$ cat src/rtl/biu_pkg.sv
// Shared types and widths for the multi-slave bus interface unit.
package biu_pkg;
  localparam int WCNT_W   = 4;
  localparam int ERRCNT_W = 8;

  typedef enum logic [1:0] {
    IDLE,
    WAIT,
    ACCESS,
    RESP
  } state_t;
endpackage

$ cat src/rtl/biu_decode.sv
// Combinational priority address decoder: lowest-index matching window wins.
module biu_decode
  import biu_pkg::*;
#(
  parameter int                   NSLV     = 4,
  parameter int                   AW       = 32,
  parameter int                   IDX_W    = 2,
  parameter logic [NSLV*AW-1:0]   SLV_BASE = '0,
  parameter logic [NSLV*AW-1:0]   SLV_MASK = '0
) (
  input  logic [AW-1:0]    addr,
  output logic             hit,
  output logic [IDX_W-1:0] idx
);

  // Scan from the top so the last assignment made is the lowest matching index.
  always_comb begin
    hit = 1'b0;
    idx = '0;
    for (int i = NSLV - 1; i >= 0; i--) begin
      if ((addr & SLV_MASK[i*AW +: AW]) == (SLV_BASE[i*AW +: AW] & SLV_MASK[i*AW +: AW])) begin
        hit = 1'b1;
        idx = IDX_W'(i);
      end
    end
  end

endmodule

$ cat src/rtl/biu_multi.sv
// Multi-slave BIU: windowed decode, per-slave wait states, registered read data, unmapped-access logging.
// Hit latency W+2 cycles from accepted dreq to dack, miss latency 1; dreq is only sampled in IDLE.
module biu_multi
  import biu_pkg::*;
#(
  parameter int                     NSLV     = 4,
  parameter int                     AW       = 32,
  parameter int                     DW       = 32,
  parameter logic [NSLV*AW-1:0]     SLV_BASE = '0,
  parameter logic [NSLV*AW-1:0]     SLV_MASK = '0,
  parameter logic [NSLV*WCNT_W-1:0] SLV_WAIT = '0
) (
  input  logic                   clk,
  input  logic                   reset,
  input  logic                   dreq,
  input  logic [AW-1:0]          daddr,
  input  logic [DW-1:0]          dwdata,
  input  logic [DW/8-1:0]        dwe,
  output logic                   dack,
  output logic                   derr,
  output logic [DW-1:0]          drdata,
  output logic [ERRCNT_W-1:0]    err_cnt,
  output logic [AW-1:0]          err_addr,
  output logic [AW-1:0]          saddr,
  output logic [DW-1:0]          swdata,
  output logic [NSLV*DW/8-1:0]   swe,
  output logic [NSLV-1:0]        sre,
  input  logic [NSLV*DW-1:0]     srdata
);

  localparam int BW    = DW / 8;
  localparam int IDX_W = (NSLV > 1) ? $clog2(NSLV) : 1;

  state_t             state, nstate;
  logic [WCNT_W-1:0]  wcnt;
  logic [BW-1:0]      lat_we;
  logic [IDX_W-1:0]   lat_idx;
  logic               lat_hit;

  logic               dec_hit;
  logic [IDX_W-1:0]   dec_idx;
  logic [WCNT_W-1:0]  dec_wait;
  logic [DW-1:0]      rd_sel;

  biu_decode #(
    .NSLV     (NSLV),
    .AW       (AW),
    .IDX_W    (IDX_W),
    .SLV_BASE (SLV_BASE),
    .SLV_MASK (SLV_MASK)
  ) u_decode (
    .addr (daddr),
    .hit  (dec_hit),
    .idx  (dec_idx)
  );

  always_comb begin
    dec_wait = '0;
    rd_sel   = '0;
    for (int i = 0; i < NSLV; i++) begin
      if (dec_idx == IDX_W'(i)) dec_wait = SLV_WAIT[i*WCNT_W +: WCNT_W];
      if (lat_idx == IDX_W'(i)) rd_sel   = srdata[i*DW +: DW];
    end
  end

  always_ff @(posedge clk or posedge reset) begin
    if (reset) state <= IDLE;
    else       state <= nstate;
  end

  // Strobes depend only on registered state and latched request fields.
  always_comb begin
    nstate = state;
    sre    = '0;
    swe    = '0;
    case (state)
      IDLE: begin
        if (dreq) begin
          if (!dec_hit)            nstate = RESP;
          else if (dec_wait != '0) nstate = WAIT;
          else                     nstate = ACCESS;
        end
      end
      WAIT: begin
        if (wcnt <= WCNT_W'(1)) nstate = ACCESS;
      end
      ACCESS: begin
        nstate = RESP;
        for (int i = 0; i < NSLV; i++) begin
          if (lat_hit && lat_idx == IDX_W'(i)) begin
            if (lat_we == '0) sre[i]          = 1'b1;
            else              swe[i*BW +: BW] = lat_we;
          end
        end
      end
      RESP:    nstate = IDLE;
      default: nstate = IDLE;
    endcase
  end

  assign dack = (state == RESP);
  assign derr = dack && !lat_hit;

  always_ff @(posedge clk or posedge reset) begin
    if (reset) begin
      wcnt     <= '0;
      lat_we   <= '0;
      lat_idx  <= '0;
      lat_hit  <= 1'b0;
      saddr    <= '0;
      swdata   <= '0;
      drdata   <= '0;
      err_cnt  <= '0;
      err_addr <= '0;
    end else begin
      case (state)
        IDLE: begin
          if (dreq) begin
            saddr   <= daddr;
            swdata  <= dwdata;
            lat_we  <= dwe;
            lat_idx <= dec_idx;
            lat_hit <= dec_hit;
            wcnt    <= dec_hit ? dec_wait : '0;
            drdata  <= '0;
            if (!dec_hit) begin
              err_addr <= daddr;
              if (err_cnt != {ERRCNT_W{1'b1}}) err_cnt <= err_cnt + 1'b1;
            end
          end
        end
        WAIT:    wcnt   <= wcnt - 1'b1;
        ACCESS:  drdata <= (lat_we == '0) ? rd_sel : '0;
        default: ;
      endcase
    end
  end

endmodule

$ cat config.mk
export PLATFORM = sky130hd
export DESIGN_NAME = biu_multi
export DESIGN_NICKNAME = d
export VERILOG_FILES = /design/src/rtl/biu_pkg.sv /design/src/rtl/biu_decode.sv /design/src/rtl/biu_multi.sv
export SDC_FILE = /design/constraint.sdc
export NUM_CORES = 1
export LEC_CHECK = 0
export BUFFER_PORTS_ARGS = -buffer_cell sky130_fd_sc_hd__buf_4
export CORE_MARGIN = 2
export CORE_UTILIZATION = 25
export CTS_CLUSTER_DIAMETER = 150
export DETAILED_ROUTE_END_ITERATION = 7
export PLACE_DENSITY_LB_ADDON = 0.15
export SYNTH_ARGS = -nofsm -noshare
export SYNTH_HDL_FRONTEND = slang
export SYNTH_SLANG_ARGS = --single-unit
$ cat constraint.sdc
create_clock -name clk -period 2.98 [get_ports clk]
set_clock_uncertainty 0.15 [all_clocks]
set_input_delay 0.149 -clock clk [delete_from_list [all_inputs] [get_ports clk]]
set_output_delay 0.149 -clock clk [all_outputs]
set_load 0.02 [all_outputs]
==> impl_metrics.env, run 1 <==
export IMPL_status="finished clean"
export IMPL_start_kind="flip-flop"
export IMPL_pwr_density_cell_nw_per_um2=920
export IMPL_critPathKind="flip-flop to flip-flop"
export IMPL_synth_edff_count=0
export IMPL_cp_startpoint="lat_we[2]$_DFFE_PP0P_"
export IMPL_max_slew_margin_rel=0.507
export IMPL_cts_tree="yes"
export IMPL_avgSynthCellArea_sq_um=10.0
export IMPL_use_met1=0.158
export IMPL_cts_resized_gates=0
export IMPL_synthFlopType="dfrtp_1"
export IMPL_rr_startpoint="lat_we[2]$_DFFE_PP0P_"
export IMPL_cts_buffers=9
export IMPL_setup_viol=0
export IMPL_synth_warnings=0
export IMPL_layout_commonest_cell="buf_4"
export IMPL_h_tree_depth=3
export IMPL_portBuffers=205
export IMPL_cp_required_ps=3110
export IMPL_period_share=0.699
export IMPL_placed_cell_area_sq_um=6070
export IMPL_worst_pin_slew_ps=739
export IMPL_crit_chain="nor4_1 -> and2_1 -> buf_4 -> a22o_1"
export IMPL_crit_family="simple AND/OR/NAND/NOR gates"
export IMPL_antenna_found_initial=0
export IMPL_grt_usage=0.133
export IMPL_finalHoldViolations=0
export IMPL_coreArea_sq_um=17900
export IMPL_dpl_hpwl_mm=8.59
export IMPL_final_antenna_net_count=0
export IMPL_hold_ws_ps=175
export IMPL_synth_area_sq_um=4560
export IMPL_drc=0
export IMPL_dp_cells=874
export IMPL_synth_async_reset_ratio=1.00
export IMPL_irDropWorstVdd_mv=0.407
export IMPL_final_cells=992
export IMPL_slowest_delay_ps=580
export IMPL_design_area_sq_um=7400
export IMPL_antenna_cells=0
export IMPL_drv_slew=0
export IMPL_fin_nets=959
export IMPL_gp_congestion=0.741
export IMPL_syn_to_final_growth_pct=62.4
export IMPL_met3_usage=0.0497
export IMPL_seq_area_frac_synth=0.588
export IMPL_layout_common_cells="212 x buf_4, 205 x nand2_1, 107 x dfrtp_1"
export IMPL_finalWirelength_mm=12.8
export IMPL_num_vias=3999
export IMPL_ys_seq_elements=107
export IMPL_met2_usage=0.225
export IMPL_rsz0062_at_grt="false"
export IMPL_endpoint_kind="flip-flop"
export IMPL_maxCapViolations=0
export IMPL_fin_crit_ps=2080
export IMPL_insertion_delay_ps=350
export IMPL_die_h_microns=139
export IMPL_p_leak_nw=3.98
export IMPL_layout_setup_ws_ps=897
export IMPL_synthCells=455
export IMPL_layout_drive_gt1_share=0.305
export IMPL_wl_per_cell_microns=12.9
export IMPL_place_ws_ps=857
export IMPL_cp_slowest_cell="and2_1"
export IMPL_grt_pass1_wl_mm=20.7
export IMPL_ios=357
export IMPL_crit_arrival_ps=2220
export IMPL_firstDrtPassIters=4
export IMPL_max_freq_ghz=0.480
export IMPL_clockBufferDepth=2
export IMPL_yosysUniqueCellTypes=27
export IMPL_grt_busiest_layer="met2"
export IMPL_grt_max_degree=69
export IMPL_hold_class="input port to async pin"
export IMPL_row_count=49
export IMPL_die_area_sq_um=19300
export IMPL_fin_setup_tns_ps=0
export IMPL_crit_buf_inv=1
export IMPL_start_util=0.254
export IMPL_cts_clk_slew_worst_paths_ps=70
export IMPL_gr_total_overflow=0
export IMPL_cts_sinks=107
export IMPL_die_x_microns=139
export IMPL_cts_root_buf="clkbuf_16"
export IMPL_first_iter_violations=88
export IMPL_grt_pass1_vias=4137
export IMPL_viasPerCell=4.03
export IMPL_critPathMaxFanout=17
metal layers:
metal  share of wire  wire, microns
met1            0.43           5470
met3           0.079           1020
met4           0.016            199
met5               0              0
met2            0.48           6120
where the power goes:
group          leakage, nW  internal [mW]  switching, mW
registers             1.37           2.07          0.386
clock network        0.150          0.680          0.538
logic                 2.46           1.33           1.81
path summary, 6_finish.rpt:
| kind | to | slack (ps) | cells after the start |
|---|---|---|---|
| worst min register to register | swdata[6]$_DFFE_PP0P_ | 320 | 2 |
| worst max-delay path | drdata[16]$_DFFE_PP0P_ | 900 | 4 |
| max in group asynchronous | saddr[30]$_DFFE_PP0P_ | 1840 | 4 |
| min in group clk | swdata[6]$_DFFE_PP0P_ | 320 | 2 |
| worst min-delay path | swdata[29]$_DFFE_PP0P_ | 170 | 3 |
| worst max register to register | drdata[16]$_DFFE_PP0P_ | 900 | 4 |
per-stage QoR:
| stage | total power [mW] | util |
|---|---|---|
| floorplan | 4.29 | - |
| global placement | 5.50 | 0.339 |
| detailed placement | 5.53 | 0.339 |
| CTS | 6.91 | 0.413 |
| global route | 7.29 | 0.413 |
| finish | 6.81 | 0.413 |
final cells by class:
class / instances / area (sq um)
timing repair buffer: 315 / 2630
clock buffer: 11 / 243
fill: 1727 / 10500
clock inverter: 5 / 61.3
sequential: 107 / 2680
multi-input combinational: 322 / 1480
inverter: 3 / 15.0
tap: 229 / 287
synthesized netlist by cell type (2+ instances only):
cell | count | share of area
dfrtp_1 | 107 | 0.59
a22o_1 | 32 | 0.062
ha_1 | 2 | 0.0055
and2_1 | 2 | 0.0027
nand2_1 | 205 | 0.17
buf_2 | 4 | 0.0044
clkbuf_1 | 4 | 0.0033
and3_1 | 5 | 0.0069
o21bai_1 | 2 | 0.0033
nand3_1 | 3 | 0.0033
inv_1 | 3 | 0.0025
nand2b_1 | 2 | 0.0027
nor4_1 | 2 | 0.0027
buf_6 | 12 | 0.030
o21ai_1 | 2 | 0.0022
buf_4 | 57 | 0.094
what timing repair did:
action / in CTS / in global routing
hold buffers: 102 / 0
setup endpoints to repair: 0 / 0
endpoints found under the hold margin: 163 / 0
setup buffers: 0 / 0
kinds of logic after synthesis:
logic type      Yosys count  share of synthesized area
buf+inv                  80                      0.134
compound gates           38                     0.0700
simple gates            226                      0.200
mux                       1                    0.00220
fa+ha+maj                 2                    0.00549
flops                   107                      0.588
other cells               1                   0.000823
sequential cells by signal, indices dropped and copies added, names as in the netlist:
| name | cells |
|---|---|
| swdata | 32 |
| wcnt | 4 |
| drdata | 32 |
| lat_hit | 1 |
| lat_we | 4 |
| state | 2 |
| saddr | 32 |
worst register-to-register path, stage by stage (launching register included):
cell,delay [ps]
dfrtp_1,390
nor4_1,380
and2_1,580
buf_4,340
a22o_1,180
No activity file was read; power rests on OpenSTA's default activity.
==> inputs of run 2 (changes only) <==
==> constraint.sdc (replaced) <==
create_clock -name clk -period 2 [get_ports clk]
set_clock_uncertainty 0.15 [all_clocks]
set_input_delay 0.1 -clock clk [delete_from_list [all_inputs] [get_ports clk]]
set_output_delay 0.1 -clock clk [all_outputs]
set_load 0.02 [all_outputs]
==> run 2 against run 1 <==
Compared with the run above: count of clock-buffer cells in the layout down 1; global-route usage up 0.19 points; combinational power up 51%; sequential power up 48%; cell area down 0.19%; first-iteration DRC count down 9.1%; critical path type is now flip-flop to primary output.
==> impl_metrics.env, run 2 (synthesized netlist as in run 1, its figures left out) <==
export IMPL_hold_class="input port to async pin"
export IMPL_die_x_microns=139
export IMPL_critPathKind="flip-flop to primary output"
export IMPL_slowest_delay_ps=410
export IMPL_cts_buffers=9
export IMPL_critPathMaxFanout=3
export IMPL_netSwitchingFraction=0.407
export IMPL_start_util=0.254
export IMPL_grt_usage=0.135
export IMPL_start_kind="flip-flop"
export IMPL_dpl_hpwl_mm=8.25
export IMPL_layout_drive_gt1_share=0.306
export IMPL_pwr_share_clk=0.168
export IMPL_share_comb_of_total_power=0.471
export IMPL_coreArea_sq_um=17900
export IMPL_firstDrtPassIters=4
export IMPL_hold_ws_ps=323
export IMPL_fin_nets=960
export IMPL_portBuffers=205
export IMPL_p_leak_nw=3.97
export IMPL_cp_required_ps=1750
export IMPL_h_tree_depth=3
export IMPL_r2r_cells=4
export IMPL_cp_startpoint="lat_we[3]$_DFFE_PP0P_"
export IMPL_die_area_sq_um=19300
export IMPL_sequentialPowerShare=0.362
export IMPL_cts_root_buf="clkbuf_16"
export IMPL_rsz0062_at_grt="false"
export IMPL_pwr_density_cell_nw_per_um2=1360
export IMPL_num_vias=4022
export IMPL_insertion_delay_ps=350
export IMPL_layout_commonest_cell="buf_4"
export IMPL_rr_startpoint="state[1]$_DFFE_PP0P_"
export IMPL_cp_slowest_cell="dfrtp_1"
export IMPL_viasPerCell=4.05
export IMPL_crit_chain="nor4_1 -> and3_1 -> buf_4"
export IMPL_antenna_found_initial=0
export IMPL_first_iter_violations=80
export IMPL_cts_tree="yes"
export IMPL_crit_arrival_ps=1500
export IMPL_drv_slew=0
export IMPL_cts_clk_slew_worst_paths_ps=70
export IMPL_cts_sinks=107
export IMPL_wl_per_cell_microns=12.9
export IMPL_max_freq_ghz=0.570
export IMPL_layout_common_cells="212 x buf_4, 205 x nand2_1, 107 x dfrtp_1"
export IMPL_fillCellCount=1717
export IMPL_endpoint_kind="primary output"
export IMPL_period_share=0.877
export IMPL_worst_pin_slew_ps=610
export IMPL_fin_crit_ps=1750
export IMPL_gr_total_overflow=0
export IMPL_fin_setup_tns_ps=0
export IMPL_grt_pass1_vias=4104
export IMPL_setup_viol=0
export IMPL_gp_congestion=0.723
export IMPL_finalHoldViolations=0
export IMPL_die_h_microns=139
export IMPL_final_antenna_net_count=0
export IMPL_crit_buf_inv=1
export IMPL_grt_max_degree=108
export IMPL_crit_family="simple AND/OR/NAND/NOR gates"
export IMPL_internal_power_mw=5.96
export IMPL_max_slew_margin_rel=0.594
export IMPL_ios=357
export IMPL_switchingPower_mw=4.10
export IMPL_clockBufferDepth=2
export IMPL_irDropWorstVdd_mv=0.680
export IMPL_drc=0
export IMPL_cts_setup_buffers=0
export IMPL_syn_to_final_growth_pct=62.1
export IMPL_top_regs="drdata (32), saddr (32), swdata (32)"
export IMPL_cp_depth=3
export IMPL_grt_pass1_wl_mm=20.9
export IMPL_maxCapViolations=0
export IMPL_finalWirelength_mm=12.9
export IMPL_row_count=49
export IMPL_status="finished clean"
export IMPL_antenna_cells=0
-- run 2: worst paths after layout --
check,to,slack [ps]
setup / recovery,sre[0],250
min in group clk,saddr[11]$_DFFE_PP0P_,320
hold / removal,drdata[6]$_DFFE_PP0P_,320
setup reg to reg,wcnt[0]$_DFFE_PP0P_,290
hold reg to reg,swdata[7]$_DFFE_PP0P_,330
max in group asynchronous,saddr[28]$_DFFE_PP0P_,900
-- run 2: layout make-up --
type	instances	area [sq um]	area share
flip-flops and latches	107	2680	0.363
repair buffers	316	2650	0.359
clock buffers	10	229	0.0310
clock inverters	6	41.3	0.00559
inverters	3	15.0	0.00203
well taps	229	287	0.0388
multi-input cells	322	1480	0.201
-- run 2: stage by stage --
| stage | setup slack [ps] | power (mW) | utilization | cells | instance area [sq um] |
|---|---|---|---|---|---|
| global route | 91.1 | 10.8 | 0.412 | 993 | 7380 |
| CTS | 214 | 10.2 | 0.412 | 993 | 7380 |
| finish | 247 | 10.1 | 0.412 | 993 | 7380 |
| global placement | 312 | 8.23 | 0.340 | 875 | 6090 |
| detailed placement | 284 | 8.30 | 0.340 | 875 | 6090 |
| floorplan | 462 | 6.39 | - | 509 | 4760 |
-- run 2: metal layers --
layer	routed length (microns)	vias up	share of wire	track usage
met2	6080	167	0.47	0.226
li1	-	1942	-	-
met1	5590	1900	0.43	0.165
met3	986	13	0.077	0.0449
met5	0	-	0	0
met4	197	0	0.015	0.0415
-- run 2: repair_timing --
action	4_1_cts	5_1_grt
hold endpoints to repair	208	0
hold buffers	102	0
resized for setup	0	0
-- run 2: worst register-to-register path, stage by stage, from the launching register on --
cell     delay [ps]
dfrtp_1         470
or3b_2          530
buf_12          230
nand3_1         140
o21ai_1          70
-- run 2: power by group through the flow --
stage               clock, mW  combinational, mW  sequential [mW]
floorplan                   0               1.75             4.64
global placement            0               4.59             3.64
detailed placement          0               4.64             3.66
CTS                      1.78               4.80             3.64
global route             1.85               5.16             3.77
finish                   1.69               4.73             3.63
